**src/rtl/gate_fault_pkg.sv**
```systemverilog
// Shared types and helpers for the multi-channel faulty gate bank.
package gate_fault_pkg;

  localparam int unsigned LFSR_W = 16;
  localparam logic [LFSR_W-1:0] LFSR_TAPS = 16'hB400;
  localparam int unsigned MODE_W = 3;
  localparam int unsigned POP_IN_W = 16;
  localparam int unsigned POP_W = 5;

  typedef enum logic [MODE_W-1:0] {
    GM_AND  = 3'd0,
    GM_OR   = 3'd1,
    GM_XOR  = 3'd2,
    GM_NAND = 3'd3,
    GM_NOR  = 3'd4,
    GM_XNOR = 3'd5
  } gate_mode_e;

  function automatic logic [POP_W-1:0] popcount(input logic [POP_IN_W-1:0] v);
    logic [POP_W-1:0] n;
    n = '0;
    for (int i = 0; i < int'(POP_IN_W); i++) begin
      n = n + POP_W'(v[i]);
    end
    return n;
  endfunction

endpackage

```
**src/rtl/fault_lfsr16.sv**
```systemverilog
// 16-bit Galois LFSR that steps only when asked; reloads the seed on reset.
module fault_lfsr16
  import gate_fault_pkg::*;
(
  input  logic              clk,
  input  logic              logic_reset_n,
  input  logic              advance,
  input  logic [LFSR_W-1:0] seed,
  output logic [LFSR_W-1:0] state
);

  logic [LFSR_W-1:0] state_q;
  logic [LFSR_W-1:0] state_d;

  always_comb begin
    state_d = state_q;
    if (advance) begin
      state_d = {1'b0, state_q[LFSR_W-1:1]} ^ (state_q[0] ? LFSR_TAPS : '0);
    end
  end

  always_ff @(posedge clk or negedge logic_reset_n) begin
    if (!logic_reset_n) begin
      state_q <= seed;
    end else begin
      state_q <= state_d;
    end
  end

  assign state = state_q;

endmodule

```
**src/rtl/gate_fault_bank.sv**
```systemverilog
// Bank of independent logic-gate channels sharing one LFSR, served one per
// cycle by a round-robin arbiter over latched evaluation requests.
module gate_fault_bank
  import gate_fault_pkg::*;
#(
  parameter int unsigned      CHANNELS     = 4,
  parameter int unsigned      INPUT_COUNT  = 4,
  parameter int unsigned      OUTPUT_COUNT = 2,
  parameter logic [LFSR_W-1:0] RAND_SEED   = 16'hACE1
) (
  input  logic                             clk,
  input  logic                             logic_reset_n,
  input  logic [CHANNELS*INPUT_COUNT-1:0]  in,
  input  logic [CHANNELS-1:0]              fault_in,
  input  logic [CHANNELS*MODE_W-1:0]       mode,
  input  logic [CHANNELS-1:0]              trigger,
  output logic [CHANNELS*OUTPUT_COUNT-1:0] out,
  output logic [CHANNELS-1:0]              out_valid,
  output logic                             busy
);

  localparam int unsigned CH_W  = (CHANNELS > 1) ? $clog2(CHANNELS) : 1;
  localparam int unsigned SUM_W = CH_W + 1;
  localparam logic [LFSR_W-1:0] SEED_EFF = (RAND_SEED == '0) ? 16'h0001 : RAND_SEED;

  logic [CHANNELS-1:0]              p_q, p_d;
  logic [CH_W-1:0]                  ptr_q, ptr_d;
  logic [CHANNELS*OUTPUT_COUNT-1:0] out_q, out_d;
  logic [CHANNELS-1:0]              out_valid_q, out_valid_d;
  logic                             busy_q, busy_d;

  logic                gnt_vld_c;
  logic [CH_W-1:0]     gnt_idx_c;
  logic [CHANNELS-1:0] gnt_oh_c;

  logic [INPUT_COUNT-1:0] sel_in_c;
  logic [MODE_W-1:0]      sel_mode_c;
  logic                   sel_fault_c;
  logic [POP_W-1:0]       k_c;
  logic                   mode_res_c;
  logic                   fault_res_c;
  logic                   res_c;
  logic                   lfsr_adv_c;
  logic [LFSR_W-1:0]      lfsr_state;
  logic                   unused_lfsr_hi;

  fault_lfsr16 u_lfsr (
    .clk          (clk),
    .logic_reset_n(logic_reset_n),
    .advance      (lfsr_adv_c),
    .seed         (SEED_EFF),
    .state        (lfsr_state)
  );

  assign unused_lfsr_hi = ^lfsr_state[LFSR_W-1:8];

  // Priority encoder rotated to start at ptr_q, wrapping past the top channel.
  always_comb begin
    logic [SUM_W-1:0] cand;
    cand      = '0;
    gnt_vld_c = 1'b0;
    gnt_idx_c = '0;
    gnt_oh_c  = '0;
    for (int i = 0; i < int'(CHANNELS); i++) begin
      cand = SUM_W'(ptr_q) + SUM_W'(i);
      if (cand >= SUM_W'(CHANNELS)) begin
        cand = cand - SUM_W'(CHANNELS);
      end
      if (!gnt_vld_c && p_q[cand[CH_W-1:0]]) begin
        gnt_vld_c               = 1'b1;
        gnt_idx_c               = cand[CH_W-1:0];
        gnt_oh_c[cand[CH_W-1:0]] = 1'b1;
      end
    end
  end

  // Evaluate the granted channel with its live inputs.
  always_comb begin
    sel_in_c    = '0;
    sel_mode_c  = '0;
    sel_fault_c = 1'b0;
    for (int c = 0; c < int'(CHANNELS); c++) begin
      if (gnt_idx_c == CH_W'(c)) begin
        sel_in_c    = in[c*INPUT_COUNT +: INPUT_COUNT];
        sel_mode_c  = mode[c*MODE_W +: MODE_W];
        sel_fault_c = fault_in[c];
      end
    end

    k_c = popcount(POP_IN_W'(sel_in_c));

    case (sel_mode_c)
      GM_AND:  mode_res_c = (k_c == POP_W'(INPUT_COUNT));
      GM_OR:   mode_res_c = (k_c != '0);
      GM_XOR:  mode_res_c = k_c[0];
      GM_NAND: mode_res_c = (k_c != POP_W'(INPUT_COUNT));
      GM_NOR:  mode_res_c = (k_c == '0);
      GM_XNOR: mode_res_c = ~k_c[0];
      default: mode_res_c = 1'b0;
    endcase

    // Fault: output 1 with probability k/INPUT_COUNT using the low LFSR byte.
    fault_res_c = ((16'(lfsr_state[7:0]) * 16'(INPUT_COUNT)) < (16'(k_c) << 8));
    res_c       = sel_fault_c ? fault_res_c : mode_res_c;
    lfsr_adv_c  = gnt_vld_c & sel_fault_c;
  end

  always_comb begin
    logic [SUM_W-1:0] nxt;
    nxt         = '0;
    p_d         = (p_q & ~gnt_oh_c) | trigger;
    ptr_d       = ptr_q;
    out_d       = out_q;
    out_valid_d = gnt_oh_c;
    busy_d      = |p_d;
    if (gnt_vld_c) begin
      nxt = SUM_W'(gnt_idx_c) + SUM_W'(1);
      if (nxt >= SUM_W'(CHANNELS)) begin
        nxt = '0;
      end
      ptr_d = nxt[CH_W-1:0];
    end
    for (int c = 0; c < int'(CHANNELS); c++) begin
      if (gnt_oh_c[c]) begin
        out_d[c*OUTPUT_COUNT +: OUTPUT_COUNT] = {OUTPUT_COUNT{res_c}};
      end
    end
  end

  always_ff @(posedge clk or negedge logic_reset_n) begin
    if (!logic_reset_n) begin
      p_q         <= '0;
      ptr_q       <= '0;
      out_q       <= '0;
      out_valid_q <= '0;
      busy_q      <= 1'b0;
    end else begin
      p_q         <= p_d;
      ptr_q       <= ptr_d;
      out_q       <= out_d;
      out_valid_q <= out_valid_d;
      busy_q      <= busy_d;
    end
  end

  assign out       = out_q;
  assign out_valid = out_valid_q;
  assign busy      = busy_q;

endmodule
```
**config.mk**
```make
export PLATFORM = sky130hd
export DESIGN_NAME = gate_fault_bank
export DESIGN_NICKNAME = d
export VERILOG_FILES = /design/src/rtl/gate_fault_pkg.sv /design/src/rtl/fault_lfsr16.sv /design/src/rtl/gate_fault_bank.sv
export SDC_FILE = /design/constraint.sdc
export NUM_CORES = 1
export LEC_CHECK = 0
export CORE_MARGIN = 1
export CORE_UTILIZATION = 50
export DETAILED_ROUTE_END_ITERATION = 8
export PLACE_DENSITY = 0.86
export SLEW_MARGIN = 20
export SYNTH_ARGS = -nofsm -noshare
export SYNTH_HDL_FRONTEND = slang
export SYNTH_SLANG_ARGS = --single-unit
```
**constraint.sdc**
```tcl
create_clock -name clk -period 6.8 [get_ports clk]
set_clock_uncertainty 0.2 [all_clocks]
set_input_delay 1.7 -clock clk [delete_from_list [all_inputs] [get_ports clk]]
set_output_delay 1.7 -clock clk [all_outputs]
set_load 0.01 [all_outputs]
```
==> metrics.csv <==
stage,metric,value,unit
sta,hold_violations,0,
clocking,cts_resized,0,
floorplan,initial_core_util,53.3,%
detailed_routing,vias_per_cell,5.63,
synthesis,ys_warn_count,0,
worst_setup_path,worstReg2RegStart,ptr_q[0],
placement,numPortBuffers,50,
worst_setup_path,crit_required,6.75,ns
grt,grt_pass1_wl,7.47,mm
synthesis,ys_ff_latch,31,
synthesis,synth_top_area_cell,dfrtp_1,
grt,antenna_found_initial,0,
worst_setup_path,startpoint_type,flop,
worst_setup_path,rrSetupSlack,0.62,ns
layout,final_cell_area,2760,um2
clocking,clockBufferDepth,2,
detailed_routing,firstDrtPassIters,4,
floorplan,die_x,68.2,um
sta,rsz0062_at_grt,false,
synthesis,avgSynthCellArea,9.62,um2
layout,drive_above_1_share,18.6,%
min_path,hold_class,reg2reg,
sta,layout_worst_path_cycle_share,90.9,%
synthesis,yosys.cell_count.top_type,nand2_1,
worst_setup_path,critPathMaxFanout,16,
min_path,holdPathEnd,u_lfsr.state[10],
clocking,tritoncts,yes,
detailed_routing,wl_per_cell,14.8,um
synthesis,ys_async_sr_fraction,100,%
job,maxCapViolations,0,
detailed_routing,first_iter_violations,83,
placement,gp_congestion,0.840,
worst_setup_path,worstReg2RegEnd,out[2],
floorplan,num_rows,23,
clocking,cts_setup_buffers,0,
layout,final_nets,318,
clocking,clock_sink_count,31,
clocking,hold_buffers,0,
sta,setup_viol,0,
floorplan,io-pin-count,51,
grt,grt_start_max_net_pins,32,
clocking,numCtsBuffers,5,
synthesis,syn_area,2190,um2
sta,max_slew_margin,63.5,%
clocking,clkTransAtPathRegs,0.07,ns
worst_setup_path,critical_path_class,reg2reg,
min_path,hold_depth,2,
sta,setup-tns-final,0,ns
floorplan,fp.dieH,68.2,um
synthesis,synth_common_cells,"nand2_1, dfrtp_1, a21oi_1, inv_1, mux2_2",
synthesis,synth_edf_count,0,
detailed_routing,routed-via-count,1796,
floorplan,coreArea,4120,um2
synthesis,netlist_instances,228,
sta,finalMaxSlewViolations,0,
layout,area_delta_synth_final,26.0,%
placement,placed_area,2650,um2
worst_setup_path,ff2ff_path_depth,19,
sta,worst_pin_slew,0.547,ns
placement,dp_hpwl,3.34,mm
sta,period_needed,6.18,ns
layout,fill_cells,330,
layout,diodes,0,
detailed_routing,drc,0,
synthesis,yosys-top-cells-area,"dfrtp_1, dfstp_2, mux2_2, ha_1, nand2_1",
clocking,cts-htree-levels,2,
worst_setup_path,arrival,6.13,ns
run_status,status,completed,
synthesis,synthDistinctLibCells,53,
worst_setup_path,cp-end-kind,flop,
floorplan,die_area,4660,um2
synthesis,synthDominantCellAreaShare,26.2,%
clocking,cts-root-buf,clkbuf_8,
detailed_routing,wirelength,4.72,mm
synthesis,synthFlopType,dfrtp_1,
synthesis,syn_nets,278,
grt,gr-total-overflow,0,
grt,grt_pass1_vias,1667,
grt,grt_usage,21.2,%
clocking,clk-insertion-delay-late,0.27,ns
synthesis,ys_seq_area_share,35.8,%
sta,max_freq,162,MHz
min_path,min-delay-start,u_lfsr.state[10],
detailed_routing,postRouteAntennaNets,0,
-- flip-flops by register name (all words and copies together), names as in the netlist --
signal	count
ptr_q	2
out	4
out_valid	4
busy	1
u_lfsr.state	16
p_q	4
-- placed cells by master (no fill, tap or decap), drive strengths merged, types with 5 or more instances in the layout --
| cell type | count |
|---|---|
| o21ai | 13 |
| nand2 | 28 |
| dfrtp | 23 |
| nor2 | 14 |
| a21oi | 17 |
| clkdlybuf4s50 | 50 |
| o22ai | 5 |
| clkbuf | 6 |
| dfstp | 8 |
| inv | 17 |
| ha | 11 |
| a221o | 5 |
| mux2 | 18 |
-- how the worst max path moves through the flow --
stage	start	endpoint	slack, ns	depth (start not counted)
final	ptr_q[0]	out[2]	0.62	19
after CTS	ptr_q[0]	out[2]	0.64	22
after detailed placement	ptr_q[0]	out[2]	0.67	22
after global placement	ptr_q[0]	out[2]	0.82	19
after global routing	ptr_q[0]	out[2]	0.19	22
after floorplan	ptr_q[0]	out[2]	1.02	22
-- routing by layer --
metal	vias to the layer above	GRT usage [%]	part of all wire (%)
li1	893	-	-
met1	827	29.2	46
met2	70	32.4	43
met3	6	4.83	9.3
met4	0	7.81	1.3
met5	-	0	0
-- area by class of cell --
| cell class | count | area (um2) | share of cell area, % |
|---|---|---|---|
| flip-flops and latches | 31 | 786 | 28.4 |
| clock buffers | 6 | 82.6 | 2.99 |
| well taps | 50 | 62.6 | 2.26 |
| clock inverters | 2 | 35.0 | 1.27 |
| multi-input cells | 162 | 1220 | 44.3 |
| inverters | 17 | 63.8 | 2.31 |
| repair buffers | 51 | 508 | 18.4 |
-- worst max-delay path, stage by stage, from the launching register on --
cell and delay (ns):
dfrtp_1 0.69, inv_1 0.21, ha_1 0.52, mux4_2 0.64, nand2b_1 0.20, a21o_1 0.20
a22o_1 0.23, ha_1 0.35, nor2_1 0.16, a21oi_1 0.05, nor2_1 0.12, a21oi_1 0.05
o21ai_0 0.27, fa_1 0.47, ha_1 0.21, ha_1 0.32, a31o_2 0.23, a221o_1 0.34
a41o_1 0.28, mux2_1 0.30
-- stage by stage --
| step | hold slack [ns] | setup slack, ns | std cells | util [%] |
|---|---|---|---|---|
| floorplan | 0.246 | 1.02 | 228 | - |
| global placement | 0.264 | 0.819 | 311 | 64.3 |
| detailed placement | 0.274 | 0.666 | 311 | 64.3 |
| CTS | 0.304 | 0.641 | 319 | 67.1 |
| global route | 0.314 | 0.193 | 319 | 67.1 |
| finish | 0.299 | 0.618 | 319 | 67.1 |
-- cell families after synthesis --
group / after synthesis / synth area share (%)
DFF: 31 / 35.8
adders and majority gates: 12 / 7.19
buffers and inverters: 35 / 8.33
xor gates and xnor gates: 3 / 1.20
muxes: 23 / 13.2
and+or+nand+nor: 58 / 12.7
AOI/OAI and AO/OA: 66 / 21.6
Power is left out: the tool's default activity adds up to more than one toggle a clock period on the data nets, which glitch-free logic cannot reach.
==> RTL edit 1, RTL diff (same flow settings) <==
`p_q` no longer has a reset.
--- a/src/rtl/gate_fault_bank.sv
+++ b/src/rtl/gate_fault_bank.sv
@@ -129,13 +129,11 @@
 
   always_ff @(posedge clk or negedge logic_reset_n) begin
     if (!logic_reset_n) begin
-      p_q         <= '0;
       ptr_q       <= '0;
       out_q       <= '0;
       out_valid_q <= '0;
       busy_q      <= 1'b0;
     end else begin
-      p_q         <= p_d;
       ptr_q       <= ptr_d;
       out_q       <= out_d;
       out_valid_q <= out_valid_d;
@@ -143,6 +141,10 @@
     end
   end
 
+  always_ff @(posedge clk) begin
+    p_q <= p_d;
+  end
+
   assign out       = out_q;
   assign out_valid = out_valid_q;
   assign busy      = busy_q;
Formal check against the unedited RTL: not equivalent (a bounded check fails within 4 cycles, from zero or initial values and one cycle with logic_reset_n low).
==> RTL edit 1 against the unedited design <==
  * Maximum frequency rose by 0.34%
  * Sequential cell count did not move
  * Setup slack improved by 0.021 ns
  * Synthesized area fell by 0.91%
  * Core utilization fell by 0.29 points
  * Design area fell by 1.1%
  * Wire length barely moved
Power is not shown: default switching activity piles up to over one toggle a cycle in this logic, so the estimate is an artifact.
==> RTL edit 1: results (changes against the unedited design) <==
first_iter_violations: 63  # -24%
viasPerCell: 5.52  # -1.9%
fin_nets: 318  # unchanged
place.gp.congestion: 0.867  # +3.2%
cts_buffers: 5  # unchanged
synth_area_leaders: "dfrtp_1 22%, dfstp_2 9.7%, mux2_2 8.8%, ha_1 6.3%, nand2_1 4.8%"
grt_pass1_wl_mm: 7.17  # -4.1%
cp.arrival_ns: 6.11  # -0.02 ns
rrSetupSlack_ns: 0.64  # +0.02 ns
drive_gt1_share_pct: 17.8  # -0.74 points
final.fill_count: 327  # -0.91%
netlist-cell-type-count: 54  # +1.9%
clk_latency_ns: 0.27  # about the same
finalMaxSlewViolations: 0  # unchanged
grt_max_degree: 28  # -13%
path_clk_slew_ns: 0.06
clockBufferDepth: 2  # unchanged
ys.flop_type: "dfrtp_1"
ys_seq_area_share_pct: 35.2  # -0.59 points
dp_hpwl_mm: 3.43  # +2.7%
path_max_fanout: 16  # unchanged
cts_root_buf: "clkbuf_8"
antenna_found_initial: 0  # unchanged
post_cts_resized: 0  # unchanged
synth_common_cells: "28 x nand2_1, 19 x dfrtp_1, 17 x a21oi_1, 17 x inv_1, 17 x mux2_2"
syn-num-nets: 278  # unchanged
avgRoutedWirePerCell_um: 14.8  # about the same
cp-endpoint: "out[2]"
portBuffers: 50  # unchanged
grt_pass1_vias: 1591  # -4.6%
hold_class: "flop to flop"
status: "completed"
grt_usage_pct: 20.8  # -0.46 points
hold_start: "u_lfsr.state[10]"
post-cts-setup-buffers: 0  # unchanged
ff2ff_path_depth: 22  # +3
maxSlewHeadroom_pct: 64.5  # +1.0 points
async_flop_share_pct: 87.1  # -13 points
[RTL edit 1: changes by cell type in the layout (fill, tap and decap cells not counted)]
cell      change
clkbuf_8      -1
dfrtp_1       -4
clkbuf_1      +2
dfxtp_1       +4
clkinv_2      -1
[RTL edit 1: worst min-delay path by stage]
stage                        to  slack, ns
6_report       u_lfsr.state[10]       0.28
5_1_grt         u_lfsr.state[2]       0.31
4_1_cts        u_lfsr.state[10]       0.28
3_5_place_dp   u_lfsr.state[10]       0.27
3_3_place_gp   u_lfsr.state[12]       0.26
2_1_floorplan  u_lfsr.state[12]       0.25
[RTL edit 1: layout make-up]
class                      instances  share of cell area [%]
inverter                          17                    2.34
tap                               50                    2.29
clock inverter                     1                    1.10
clock buffer                       7                    2.79
timing repair buffer              51                    18.6
sequential                        31                    28.0
multi-input combinational        162                    44.8
[RTL edit 1: worst max-delay path: stages, from the launching register on]
cell and delay [ns]:
dfrtp_1 0.68, inv_1 0.22, ha_1 0.52, mux4_2 0.64, nand2b_1 0.21, a21o_1 0.20
a22o_1 0.24, ha_1 0.35, nor2_1 0.16, a21oi_1 0.05, nor2_1 0.11, a21oi_1 0.05
o21ai_0 0.23, fa_1 0.47, ha_1 0.22, ha_1 0.33, inv_1 0.06, ha_1 0.25
o21ai_0 0.07, a21oi_1 0.16, nor2_1 0.06, a41o_1 0.24, mux2_1 0.31
[RTL edit 1: metrics by stage]
step	std cells	cell area (sq um)	worst slack [ns]	util [%]	hold WS, ns
after floorplan	228	2170	1.02	-	0.246
after global placement	311	2630	0.888	64.2	0.263
after detailed placement	311	2630	0.657	64.2	0.270
after CTS	319	2730	0.622	66.8	0.279
after global routing	319	2730	0.165	66.8	0.311
final	319	2730	0.639	66.8	0.277
[RTL edit 1: logic make-up after synthesis]
logic type	share of synthesized area [%]
fa+ha+maj	7.25
buf+inv	8.41
compound gates	21.8
simple gates	12.8
mux	13.4
flops	35.2
xor+xnor	1.21
[RTL edit 1: metal layers]
metal  up-vias  part of all wire (%)  track usage [%]  routed length [um]
met5         -                     0                0                   0
met4         0                  0.30             4.43                  14
met3         2                   7.2             3.83                 338
met2        63                    45             34.6                2130
met1       807                    47             27.9                2240
li1        890                     -                -                   -
==> RTL edit 2, RTL diff (same settings) <==
Made on the original files. Change the package constant `POP_IN_W` from 16 to 32.
--- a/src/rtl/gate_fault_pkg.sv
+++ b/src/rtl/gate_fault_pkg.sv
@@ -4,7 +4,7 @@
   localparam int unsigned LFSR_W = 16;
   localparam logic [LFSR_W-1:0] LFSR_TAPS = 16'hB400;
   localparam int unsigned MODE_W = 3;
-  localparam int unsigned POP_IN_W = 16;
+  localparam int unsigned POP_IN_W = 32;
   localparam int unsigned POP_W = 5;
 
   typedef enum logic [MODE_W-1:0] {
Function: kept (equiv_simple and equiv_induct, registers matched by name and starting in step).
==> RTL edit 2 against the unedited design <==
  * Setup slack gained 0.24 ns
  * Sequential cell count did not move
  * Synthesized area grew 4.6%
  * Non-clock buffer count did not move
  * Maximum frequency grew 4.0%
  * Wire length grew 1.5%
  * Design area rose by 2.8%
Power is not shown: default switching activity piles up to over one toggle a cycle in this logic, so the estimate is an artifact.
==> RTL edit 2: results (changes against the unedited design) <==
status: "completed"
r2r-end: "out[0]"
hold_path_end: "u_lfsr.state[12]"
rr_startpoint: "ptr_q[0]"
first_iter_violations: 93  # +12%
buffer_area_share_pct: 17.9  # -0.49 points
synthMuxAreaShare_pct: 13.5  # +0.30 points
syn-num-nets: 302  # +8.6%
path_max_fanout: 20  # +4
synth-xor-area-share_pct: 1.15  # -0.052 points
fin_nets: 341  # +7.2%
synth_common_cells: "34 x nand2_1, 23 x dfrtp_1, 21 x nor2_1, 12 x a21oi_1"
cp.arrival_ns: 5.89  # -0.24 ns
rrSetupSlack_ns: 0.85  # +0.24 ns
viasPerCell: 5.67  # +0.68%
synth_compound_area_share_pct: 19.6  # -1.9 points
synth_fa_ha_area_share_pct: 6.87  # -0.31 points
nClkBuffers: 8  # +2
grt_max_degree: 32  # unchanged
multi_input_area_share_pct: 47.9  # +3.5 points
inverters: 11  # -6
maxSlewHeadroom_pct: 48.2  # -15 points
nMultiInputCombCells: 191  # +18%
synth_area_leaders: "dfrtp_1 25%, dfstp_2 9.2%, ha_1 6.0%, nand2_1 5.6%, mux2_2 5.4%"
drive_gt1_share_pct: 12.0  # -6.6 points
avgRoutedWirePerCell_um: 13.9  # -5.9%
grt_pass1_wl_mm: 7.93  # +6.1%
ys_seq_area_share_pct: 34.3  # -1.6 points
grt_usage_pct: 20.1  # -1.1 points
clk_share_pct: 2.82  # -1.4 points
design.seq.count: 31  # unchanged
-- RTL edit 2: worst max-delay path, cell delays in order, from the launching register on --
cell,delay (ns)
dfrtp_1,0.83
inv_1,0.24
ha_1,0.56
nand2_1,0.13
a21oi_1,0.08
a311o_1,0.33
o311ai_0,0.16
ha_1,0.60
nor2_1,0.11
a21oi_1,0.13
nor2_1,0.05
a21oi_1,0.12
o21ai_0,0.12
fa_1,0.50
ha_1,0.21
ha_1,0.30
or3_1,0.37
o32a_1,0.29
a31oi_1,0.34
o22ai_1,0.14
-- RTL edit 2: stage by stage --
step / instance area [sq um] / cells / hold WS [ns] / util, % / setup WS [ns]
3_3_place_gp: 2760 / 336 / 0.257 / 62.9 / 1.08
4_1_cts: 2840 / 344 / 0.288 / 64.8 / 0.881
5_1_grt: 2840 / 344 / 0.304 / 64.8 / 0.445
3_5_place_dp: 2760 / 336 / 0.276 / 62.9 / 0.894
6_report: 2840 / 344 / 0.276 / 64.8 / 0.853
2_1_floorplan: 2290 / 252 / 0.243 / - / 1.38
-- RTL edit 2: logic make-up after synthesis --
family | count (synthesis)
AOI/OAI and AO/OA | 64
xor gates and xnor gates | 3
adders and majority gates | 12
buffers and inverters | 30
DFF | 31
muxes | 26
and+or+nand+nor | 86
-- RTL edit 2: how the worst max path moves through the flow --
stage,from,cells after the start,to
2_1_floorplan,ptr_q[0],24,out[0]
3_3_place_gp,ptr_q[0],19,out[0]
3_5_place_dp,ptr_q[0],19,out[0]
4_1_cts,ptr_q[0],19,out[0]
5_1_grt,ptr_q[0],19,out[0]
6_report,ptr_q[0],19,out[0]
-- RTL edit 2: routing by layer --
layer	track usage [%]	up-vias	share of wire [%]
met5	0	-	0
met4	4.67	0	0.67
met3	4.80	4	2.8
met2	35.3	31	51
met1	25.0	941	45
li1	-	974	-
